<file path="src/rtl/sync_fifo_param.sv">
// Single-clock circular-buffer FIFO with occupancy count, almost flags,
// sticky overflow/underflow errors and a synchronous flush.
module sync_fifo_param #(
    parameter int DATA_W   = 8,
    parameter int DEPTH    = 16,
    parameter int AF_LEVEL = DEPTH - 2,
    parameter int AE_LEVEL = 2,
    localparam int AW      = $clog2(DEPTH)
) (
    input  logic              clk,
    input  logic              reset,
    input  logic              wr_en,
    input  logic [DATA_W-1:0] din,
    input  logic              rd_en,
    output logic [DATA_W-1:0] dout,
    input  logic              flush,
    input  logic              err_clr,
    output logic              full,
    output logic              empty,
    output logic              almost_full,
    output logic              almost_empty,
    output logic [AW:0]       count,
    output logic              overflow,
    output logic              underflow
);

    logic [DATA_W-1:0] r_mem [DEPTH];
    logic [AW:0]       r_wr_ptr;
    logic [AW:0]       r_rd_ptr;
    logic [DATA_W-1:0] r_dout;
    logic              r_ovf;
    logic              r_udf;

    logic [AW:0]       w_count;
    logic              w_wr_acc;
    logic              w_rd_acc;
    logic              w_set_ovf;
    logic              w_set_udf;

    // Pointers carry an extra wrap bit, so the difference is the occupancy 0..DEPTH.
    assign w_count   = r_wr_ptr - r_rd_ptr;
    assign full      = (w_count == (AW+1)'(DEPTH));
    assign empty     = (w_count == '0);

    assign w_wr_acc  = wr_en & ~full  & ~flush;
    assign w_rd_acc  = rd_en & ~empty & ~flush;
    assign w_set_ovf = wr_en & full  & ~flush;
    assign w_set_udf = rd_en & empty & ~flush;

    assign almost_full  = (int'(w_count) >= AF_LEVEL);
    assign almost_empty = (int'(w_count) <= AE_LEVEL);
    assign count        = w_count;
    assign dout         = r_dout;
    assign overflow     = r_ovf;
    assign underflow    = r_udf;

    // Storage is deliberately left out of reset.
    always_ff @(posedge clk) begin
        if (w_wr_acc)
            r_mem[r_wr_ptr[AW-1:0]] <= din;
    end

    always_ff @(posedge clk or posedge reset) begin
        if (reset) begin
            r_wr_ptr <= '0;
            r_rd_ptr <= '0;
            r_dout   <= '0;
        end else if (flush) begin
            r_wr_ptr <= '0;
            r_rd_ptr <= '0;
        end else begin
            if (w_wr_acc)
                r_wr_ptr <= r_wr_ptr + 1'b1;
            if (w_rd_acc) begin
                r_dout   <= r_mem[r_rd_ptr[AW-1:0]];
                r_rd_ptr <= r_rd_ptr + 1'b1;
            end
        end
    end

    // A new error event takes priority over a clear in the same cycle.
    always_ff @(posedge clk or posedge reset) begin
        if (reset) begin
            r_ovf <= 1'b0;
            r_udf <= 1'b0;
        end else begin
            if (w_set_ovf)
                r_ovf <= 1'b1;
            else if (err_clr)
                r_ovf <= 1'b0;
            if (w_set_udf)
                r_udf <= 1'b1;
            else if (err_clr)
                r_udf <= 1'b0;
        end
    end

endmodule

</file>
<file path="config.mk">
export PLATFORM = sky130hd
export DESIGN_NAME = sync_fifo_param
export DESIGN_NICKNAME = d
export VERILOG_FILES = /design/src/rtl/sync_fifo_param.sv
export SDC_FILE = /design/constraint.sdc
export NUM_CORES = 1
export LEC_CHECK = 0
export CORE_MARGIN = 2
export CORE_UTILIZATION = 51
export DETAILED_ROUTE_END_ITERATION = 6
export GPL_TIMING_DRIVEN = 0
export HOLD_SLACK_MARGIN = 0.03
export PLACE_DENSITY = 0.7
export SKIP_CTS_REPAIR_TIMING = 1
export SYNTH_ARGS = -nofsm -noshare
export SYNTH_HDL_FRONTEND = slang
export SYNTH_SLANG_ARGS = --single-unit
</file>
<file path="constraint.sdc">
create_clock -name clk -period 6.2 [get_ports clk]
set_input_delay 1.24 -clock clk [delete_from_list [all_inputs] [get_ports clk]]
set_output_delay 1.24 -clock clk [all_outputs]
set_load 0.05 [all_outputs]
</file>
==> out/metrics.sh, run 1 <==
RUN_STATUS='complete, no violations'
POWER_DENSITY_nW_PER_UM2=453
SYN_AVG_CELL_AREA_UM2=18.0
SYNTH-EDFF-COUNT=128
RSZ_0062_RAISED_AFTER_GLOBAL_ROUTING='no'
MIN_PERIOD_OVER_PERIOD_PCT=85.5
DRT_ITER0_DRC=325
POST_DRT_WL_PER_CELL_UM=22.8
YS.WARNINGS.COUNT=0
DIE_SPAN_IN_Y_UM=114
PLACE.PORT_BUFFERS=31
INITIAL_UTILIZATION_PCT=51.8
SYNTH.YOSYS.SEQ_AREA_SHARE_PCT=70.8
YS_TYPES=38
ASYNC_RESET_FF_SHARE_PCT=13.5
WORST_SETUP_EP_TYPE='output port'
CRITICAL_PATH_DATA_REQUIRED_TIME_NS=4.96
FIN_NETS=428
WORST_SKEW_PAIR.LATE_LATENCY_NS=0.42
FINCLKSKEW_NS=0.00967
TIMING.FMAX_MHz=189
YS.FLOP_TYPE='sky130_fd_sc_hd__edfxtp_1'
FINAL-INSTANCE-COUNT-EXCL-FILL=564
TOTAL_POWER_mW=3.37
DPL-INSTANCE-AREA_UM2=6820
BUFFERING_STAGE_COUNT_ON_THE_WORST_PATH_WITH_INVERTERS_INCLUDED=4
WORST_PATH_DOMINANT_CELL_FAMILY='buffers and inverters'
P_LEAK_nW=2.51
CRITPATHMAXFANOUT=10
FIN_TNS_SETUP_NS=0
COMMONEST_CELLS_AFTER_ROUTING_FILL_AND_TAPS_ASIDE='sky130_fd_sc_hd__edfxtp_1, sky130_fd_sc_hd__mux4_2, sky130_fd_sc_hd__clkdlybuf4s50_1'
GRT_PASS1_WL_UM=19900
DRT_PRE_ANTENNA_ITERS=4
DP_HPWL_UM=8490
CRITICAL_PATH_CLASS='flop to output port'
PATH_CLK_SLEW_NS=0.06
CRITICAL-PATH-MAX-STAGE-DELAY_NS=0.87
POSTSYNTHCELLCOUNT=342
PEAKVDDDROP_uV=329
CRIT_SLOWEST_CELL='sky130_fd_sc_hd__clkdlybuf4s50_1'
HOLD_PATH.CLASS='flop to flop'
CLOCK_SINK_COUNT=148
VIAS_IN_THE_FIRST_GLOBAL_ROUTE=3464
COREAREA_UM2=11900
NUMBER_OF_PRIMARY_I_O_PINS=33
CTS_BUFFERS=17
FINAL.MIN_CLOCK_PERIOD_NS=5.30
PLACE.GP.CONGESTION=0.804
CRITPATHARRIVALTIME_NS=4.06
POST-ROUTE-DRC-COUNT=0
CORE.ROWCOUNT=40
POST_SYNTH_INSTANCE_AREA_UM2=6140
GRT_ANTENNA_BEFORE_REPAIR=0
DRV.MAX_CAP_VIOLATION_COUNT=0
VIAS=3334
TRITONCTS='yes'
DIE-AREA_UM2=12900
MAPPEDNETLISTNETS=366
MAX-SLEW-MARGIN-REL_PCT=35.0
TIGHTEST_SLEW_NS=0.973
DPL.CELL_COUNT=532
WORST_SETUP_PATH_START_KIND='flop'
FP.DIEW_UM=114
CTSHTREEMAXLEVEL=4
GRT_USE_TOTAL_PCT=22.1
FIN_AREA_UM2=7450
LAYOUT.CELLS.MOST_COMMON='sky130_fd_sc_hd__edfxtp_1'
GRT_OVERFLOW_TOTAL=0
FINALMAXSLEWVIOLATIONS=0
LAYOUT-AREA-OVERHEAD-VS-SYNTH_PCT=21.3
SETUP-VIOLATIONS-FINAL=0
CTS.PATH.MAX_BUFFERS=2
ANTENNA_CELLS=0
VIA_PER_INST=5.91
DRIVE_ABOVE_1_SHARE_PCT=29.0
YOSYS_REGISTER_BITS=148
ROUTE.ANTENNA.REMAINING_NETS=0
TIMING.CRITICAL_PATH.CELLS='clkbuf_1 > inv_1 > ha_1 > nand2b_1 > a21oi_1 > xor2_2 > inv_2 > a2111oi_0 > clkdlybuf4s50_1'
TOTALWIRELENGTH_UM=12900
GRT_MAX_DEGREE=21
FINAL-HOLD-VIOLATION-COUNT=0
FILLERS=847
CLK_ROOT_BUFFER_CELL='sky130_fd_sc_hd__clkbuf_16'
==> kinds of logic (layout without fill, tap and decap cells) <==
group	after synthesis	in the layout	share of synthesized area, %
flops	148	148	70.8
simple gates	70	70	5.60
mux	50	50	15.0
compound gates	34	34	3.97
buf+inv	26	101	1.81
fa+ha+maj	10	10	2.16
xor+xnor	4	4	0.693
==> layer usage <==
layer	global-route usage [%]	vias to the layer above	share of wire, %
li1	-	1498	-
met1	28.3	1700	40
met2	35.5	121	51
met3	6.54	15	6.6
met4	9.67	0	2.3
met5	0	-	0
==> synth_stat cells (3+ instances only) <==
| cell | instances | area [um^2] |
|---|---|---|
| sky130_fd_sc_hd__edfxtp_1 | 128 | 3840 |
| sky130_fd_sc_hd__mux4_2 | 32 | 721 |
| sky130_fd_sc_hd__nor2_1 | 25 | 93.8 |
| sky130_fd_sc_hd__dfrtp_1 | 20 | 500 |
| sky130_fd_sc_hd__mux2_2 | 16 | 180 |
| sky130_fd_sc_hd__nand2_1 | 16 | 60.1 |
| sky130_fd_sc_hd__o22ai_1 | 16 | 100 |
| sky130_fd_sc_hd__inv_1 | 10 | 37.5 |
| sky130_fd_sc_hd__ha_1 | 9 | 113 |
| sky130_fd_sc_hd__clkbuf_1 | 8 | 30.0 |
| sky130_fd_sc_hd__nor4_1 | 8 | 50.1 |
| sky130_fd_sc_hd__a21oi_1 | 6 | 30.0 |
| sky130_fd_sc_hd__buf_2 | 5 | 25.0 |
| sky130_fd_sc_hd__nor2b_1 | 5 | 31.3 |
| sky130_fd_sc_hd__nor4b_1 | 5 | 43.8 |
| sky130_fd_sc_hd__nor3_1 | 4 | 20.0 |
| sky130_fd_sc_hd__a211oi_1 | 3 | 22.5 |
==> flip-flops by register name, summed over array words and instances (netlist names) <==
signal     cells
underflow      1
r_rd_ptr       5
r_wr_ptr       5
dout           8
overflow       1
r_mem        128
==> worst reg2reg max path: cells and delay by family (launching register included) <==
kind / cells / cell delay, ns
AND/OR/NAND/NOR: 2 / 1.01
flip-flops: 1 / 0.34
adder cells (fa/ha/maj): 1 / 0.39
AO/OA/AOI/OAI: 2 / 0.35
buffers and inverters: 4 / 1.26
XOR/XNOR: 1 / 0.40
==> final cells by class <==
class	instances	area (um^2)	area share (%)
well taps	147	184	2.47
repair buffers	43	400	5.38
multi-input cells	168	1780	23.9
inverters	12	45.0	0.605
clock inverters	10	143	1.92
flip-flops and latches	148	4340	58.3
clock buffers	22	484	6.50
plain buffers	14	66.3	0.891
==> worst paths after layout <==
kind | start | end | depth (start not counted) | slack (ns)
max in group asynchronous | reset | dout[3] | 2 | 4.25
max reg2reg | r_rd_ptr[2] | r_mem[1][7] | 10 | 2.15
min | dout[6] | dout[6] | 1 | 0.51
min in group asynchronous | reset | dout[4] | 2 | 1.35
max | r_rd_ptr[2] | almost_empty | 9 | 0.90
min reg2reg | dout[6] | dout[6] | 1 | 0.51
==> power breakdown <==
part / internal, mW / switching [mW] / leakage [nW] / total (mW)
Combinational: 0.421 / 0.703 / 0.795 / 1.12
Clock: 0.679 / 0.390 / 0.308 / 1.07
Sequential: 1.14 / 0.0377 / 1.41 / 1.18
Total: 2.24 / 1.13 / 2.51 / 3.37
==> metrics by stage <==
step / utilization (%) / hold WS [ns] / setup slack (ns)
6_report: 62.8 / 0.511 / 0.902
5_1_grt: 62.8 / 0.522 / 0.555
4_1_cts: 62.8 / 0.513 / 0.873
3_5_place_dp: 57.5 / 0.499 / 1.36
3_3_place_gp: 55.9 / 0.472 / 1.35
2_1_floorplan: - / 0.573 / 0.454
No activity file was read; power rests on OpenSTA's default activity.
==> run 2: changes to the inputs <==
Settings changed: CTS_CLUSTER_DIAMETER from default to 30.
==> results of run 2 <==
Final layout, timing and power as in run 1 (identical DEF).
==> run 3: changes to the inputs <==
Settings changed: CORE_MARGIN 2 to 10, CORE_UTILIZATION 51 to 39, PLACE_DENSITY 0.7 to default.
==> out/metrics.sh, run 3 (same netlist as run 1, synthesis figures left out) <==
FP.DIEW_UM=145  # was 114 um
PATH_CLK_SLEW_NS=0.06  # about the same
POST_PLACE_WORST_SLACK_NS=1.29  # was 1.36 ns
VIAS_IN_THE_FIRST_GLOBAL_ROUTE=3564  # was 3464
ROUTE.ANTENNA.REMAINING_NETS=0  # unchanged
FINAL-HOLD-VIOLATION-COUNT=0  # unchanged
DPL.CELL_COUNT=596  # was 532
FINAL_CORE_UTILIZATION_PCT=49.0  # was 62.8%
FIN_AREA_UM2=7510  # was 7450 um^2
DPL-INSTANCE-AREA_UM2=6900  # was 6820 um^2
HOLD-PATH-CELL-COUNT=1  # unchanged
CTS.PATH.MAX_BUFFERS=2  # unchanged
GRT_USE_TOTAL_PCT=13.3  # was 22.1%
FINALMAXSLEWVIOLATIONS=0  # unchanged
COMMONEST_CELLS_AFTER_ROUTING_FILL_AND_TAPS_ASIDE='sky130_fd_sc_hd__edfxtp_1, sky130_fd_sc_hd__mux4_2, sky130_fd_sc_hd__clkdlybuf4s50_1'  # unchanged
CRITPATHARRIVALTIME_NS=4.12  # was 4.06 ns
WORST_SETUP_PATH_START_KIND='flop'  # unchanged
NUMBER_OF_PRIMARY_I_O_PINS=33  # unchanged
RUN_STATUS='complete, no violations'  # unchanged
POST_DRT_WL_PER_CELL_UM=21.8  # was 22.8 um
DRT_ITER0_DRC=242  # was 325
GRT_MAX_DEGREE=21  # unchanged
MIN_PERIOD_OVER_PERIOD_PCT=86.5  # was 85.5%
GRT_PASS1_WL_UM=21400  # was 19900 um
SETUP-VIOLATIONS-FINAL=0  # unchanged
REGAREA_UM2=4340  # unchanged
CLOCK_SINK_COUNT=148  # unchanged
HP-START='overflow'  # was dout[6]
LAYOUT-AREA-OVERHEAD-VS-SYNTH_PCT=22.3  # was 21.3%
INITIAL_UTILIZATION_PCT=40.1  # was 51.8%
FIN_TNS_SETUP_NS=0  # unchanged
FINAL.MIN_CLOCK_PERIOD_NS=5.36  # was 5.30 ns
COREAREA_UM2=15300  # was 11900 um^2
CRITPATHMAXFANOUT=10  # unchanged
LAYOUT.CELLS.MOST_COMMON='sky130_fd_sc_hd__edfxtp_1'  # unchanged
P_INT_mW=2.24  # about the same
GRT_ANTENNA_BEFORE_REPAIR=0  # unchanged
DP_HPWL_UM=9410  # was 8490 um
LARGEST_REGISTER_FF_COUNT=128  # unchanged
CTSHTREEMAXLEVEL=4  # unchanged
RSZ_0062_RAISED_AFTER_GLOBAL_ROUTING='no'  # unchanged
CRITICAL_PATH_DATA_REQUIRED_TIME_NS=4.96  # about the same
PLACE.PORT_BUFFERS=31  # unchanged
VIAS=3376  # was 3334
CRITICAL_PATH_CLASS='flop to output port'  # unchanged
VIA_PER_INST=5.38  # was 5.91
DRV.MAX_CAP_VIOLATION_COUNT=0  # unchanged
CRIT-REG2REG-CAPTURE='r_mem[10][2]'  # was r_mem[1][7]
WORST_SKEW_PAIR.LATE_LATENCY_NS=0.41  # was 0.42 ns
POWER.SEQUENTIAL.FRACTION_PCT=34.8  # was 35.0%
CTS_BUFFERS=17  # unchanged
FINAL_WORST_SETUP_SLACK_NS=0.839  # was 0.902 ns
PLACE.GP.CONGESTION=0.793  # was 0.804
PEAKVDDDROP_uV=302  # was 329 uV
REPORTED_NET_SWITCHING_POWER_mW=1.14  # was 1.13 mW
HOLD_END='overflow'  # was dout[6]
POWER.SWITCHING_FRACTION_PCT=33.8  # was 33.5%
CORE.ROWCOUNT=45  # was 40
FINAL-INSTANCE-COUNT-EXCL-FILL=627  # was 564
FILLERS=1315  # was 847
TRITONCTS='yes'  # unchanged
FF2FF_SETUP_SLACK_NS=2.08  # was 2.15 ns
TOTALWIRELENGTH_UM=13600  # was 12900 um
POST-ROUTE-DRC-COUNT=0  # unchanged
GRT_OVERFLOW_TOTAL=0  # unchanged
FIN_NETS=428  # unchanged
POWER_FRAC_COMB_PCT=33.7  # was 33.3%
CLK_ROOT_BUFFER_CELL='sky130_fd_sc_hd__clkbuf_16'  # unchanged
TIMING.FMAX_MHz=187  # was 189 MHz
WORST_SETUP_EP_TYPE='output port'  # unchanged
DRT_PRE_ANTENNA_ITERS=4  # unchanged
WORST_R2R_PATH_DEPTH=10  # unchanged
DIE_SPAN_IN_Y_UM=145  # was 114 um
POWER_DENSITY_nW_PER_UM2=449  # was 453 nW/um^2
ANTENNA_CELLS=0  # unchanged
TIGHTEST_SLEW_NS=0.956  # was 0.973 ns
R2R_START='r_rd_ptr[2]'  # unchanged
DRIVE_ABOVE_1_SHARE_PCT=28.4  # was 29.0%
MULTI_INPUT_COMB_AREA_UM2=1780  # unchanged
HOLD_PATH.CLASS='flop to flop'  # unchanged
P_LEAK_nW=2.50  # was 2.51 nW
FINCLKSKEW_NS=0.00623  # was 0.00967 ns
P_CLK_SHARE_PCT=31.4  # was 31.7%
MAX-SLEW-MARGIN-REL_PCT=36.2  # was 35.0%
DIE-AREA_UM2=21200  # was 12900 um^2
==> run 3: changes by cell type in the layout (fill, tap and decap cells not counted) <==
cell and delta:
sky130_fd_sc_hd__clkinv_2 -1, sky130_fd_sc_hd__bufinv_16 +1, sky130_fd_sc_hd__clkbuf_8 -4, sky130_fd_sc_hd__clkinv_1 +1, sky130_fd_sc_hd__clkbuf_1 +1, sky130_fd_sc_hd__clkinvlp_4 +1
==> run 3: worst max-delay path: stages, from the launching register on <==
cell,delay [ns]
sky130_fd_sc_hd__dfrtp_1,0.34
sky130_fd_sc_hd__clkbuf_1,0.52
sky130_fd_sc_hd__inv_1,0.20
sky130_fd_sc_hd__ha_1,0.43
sky130_fd_sc_hd__nand2b_1,0.08
sky130_fd_sc_hd__a21oi_1,0.25
sky130_fd_sc_hd__xor2_2,0.40
sky130_fd_sc_hd__inv_2,0.20
sky130_fd_sc_hd__a2111oi_0,0.40
sky130_fd_sc_hd__clkdlybuf4s50_1,0.88
==> run 3: worst max-delay path by stage <==
stage                     slack [ns]  cells after the start           end         from
final                           0.84                      9  almost_empty  r_rd_ptr[2]
after CTS                       0.82                      9  almost_empty  r_rd_ptr[2]
after global placement          1.32                      9  almost_empty  r_rd_ptr[2]
after global routing            0.61                      9  almost_empty  r_rd_ptr[2]
after detailed placement        1.29                      9  almost_empty  r_rd_ptr[2]
after floorplan                 0.45                      8  almost_empty  r_wr_ptr[0]
==> run 3: per-layer routing <==
metal | GRT usage, % | wire length [um]
met1 | 17.2 | 6050
met2 | 20.9 | 6530
met3 | 4.16 | 849
met4 | 4.40 | 212
met5 | 0 | 0
==> run 3: area by class of cell <==
| type | instances | area share [%] |
|---|---|---|
| buffer | 14 | 0.883 |
| clock buffer | 19 | 5.76 |
| clock inverter | 12 | 2.38 |
| inverter | 12 | 0.600 |
| multi-input combinational | 168 | 23.7 |
| sequential | 148 | 57.8 |
| tap | 211 | 3.51 |
| timing repair buffer | 43 | 5.33 |
==> run 3: power by group through the flow <==
stage | logic (mW) | registers [mW] | clock network, mW
4_1_cts | 1.15 | 1.18 | 1.07
6_report | 1.14 | 1.18 | 1.06
3_3_place_gp | 1.12 | 1.20 | 0
3_5_place_dp | 1.15 | 1.20 | 0
2_1_floorplan | 0.682 | 1.30 | 0
5_1_grt | 1.21 | 1.18 | 1.12
==> run 3: through the flow <==
stage | hold slack, ns | power, mW
after global routing | 0.503 | 3.52
after detailed placement | 0.483 | 2.35
after floorplan | 0.573 | 1.98
after CTS | 0.496 | 3.40
final | 0.493 | 3.38
after global placement | 0.475 | 2.32
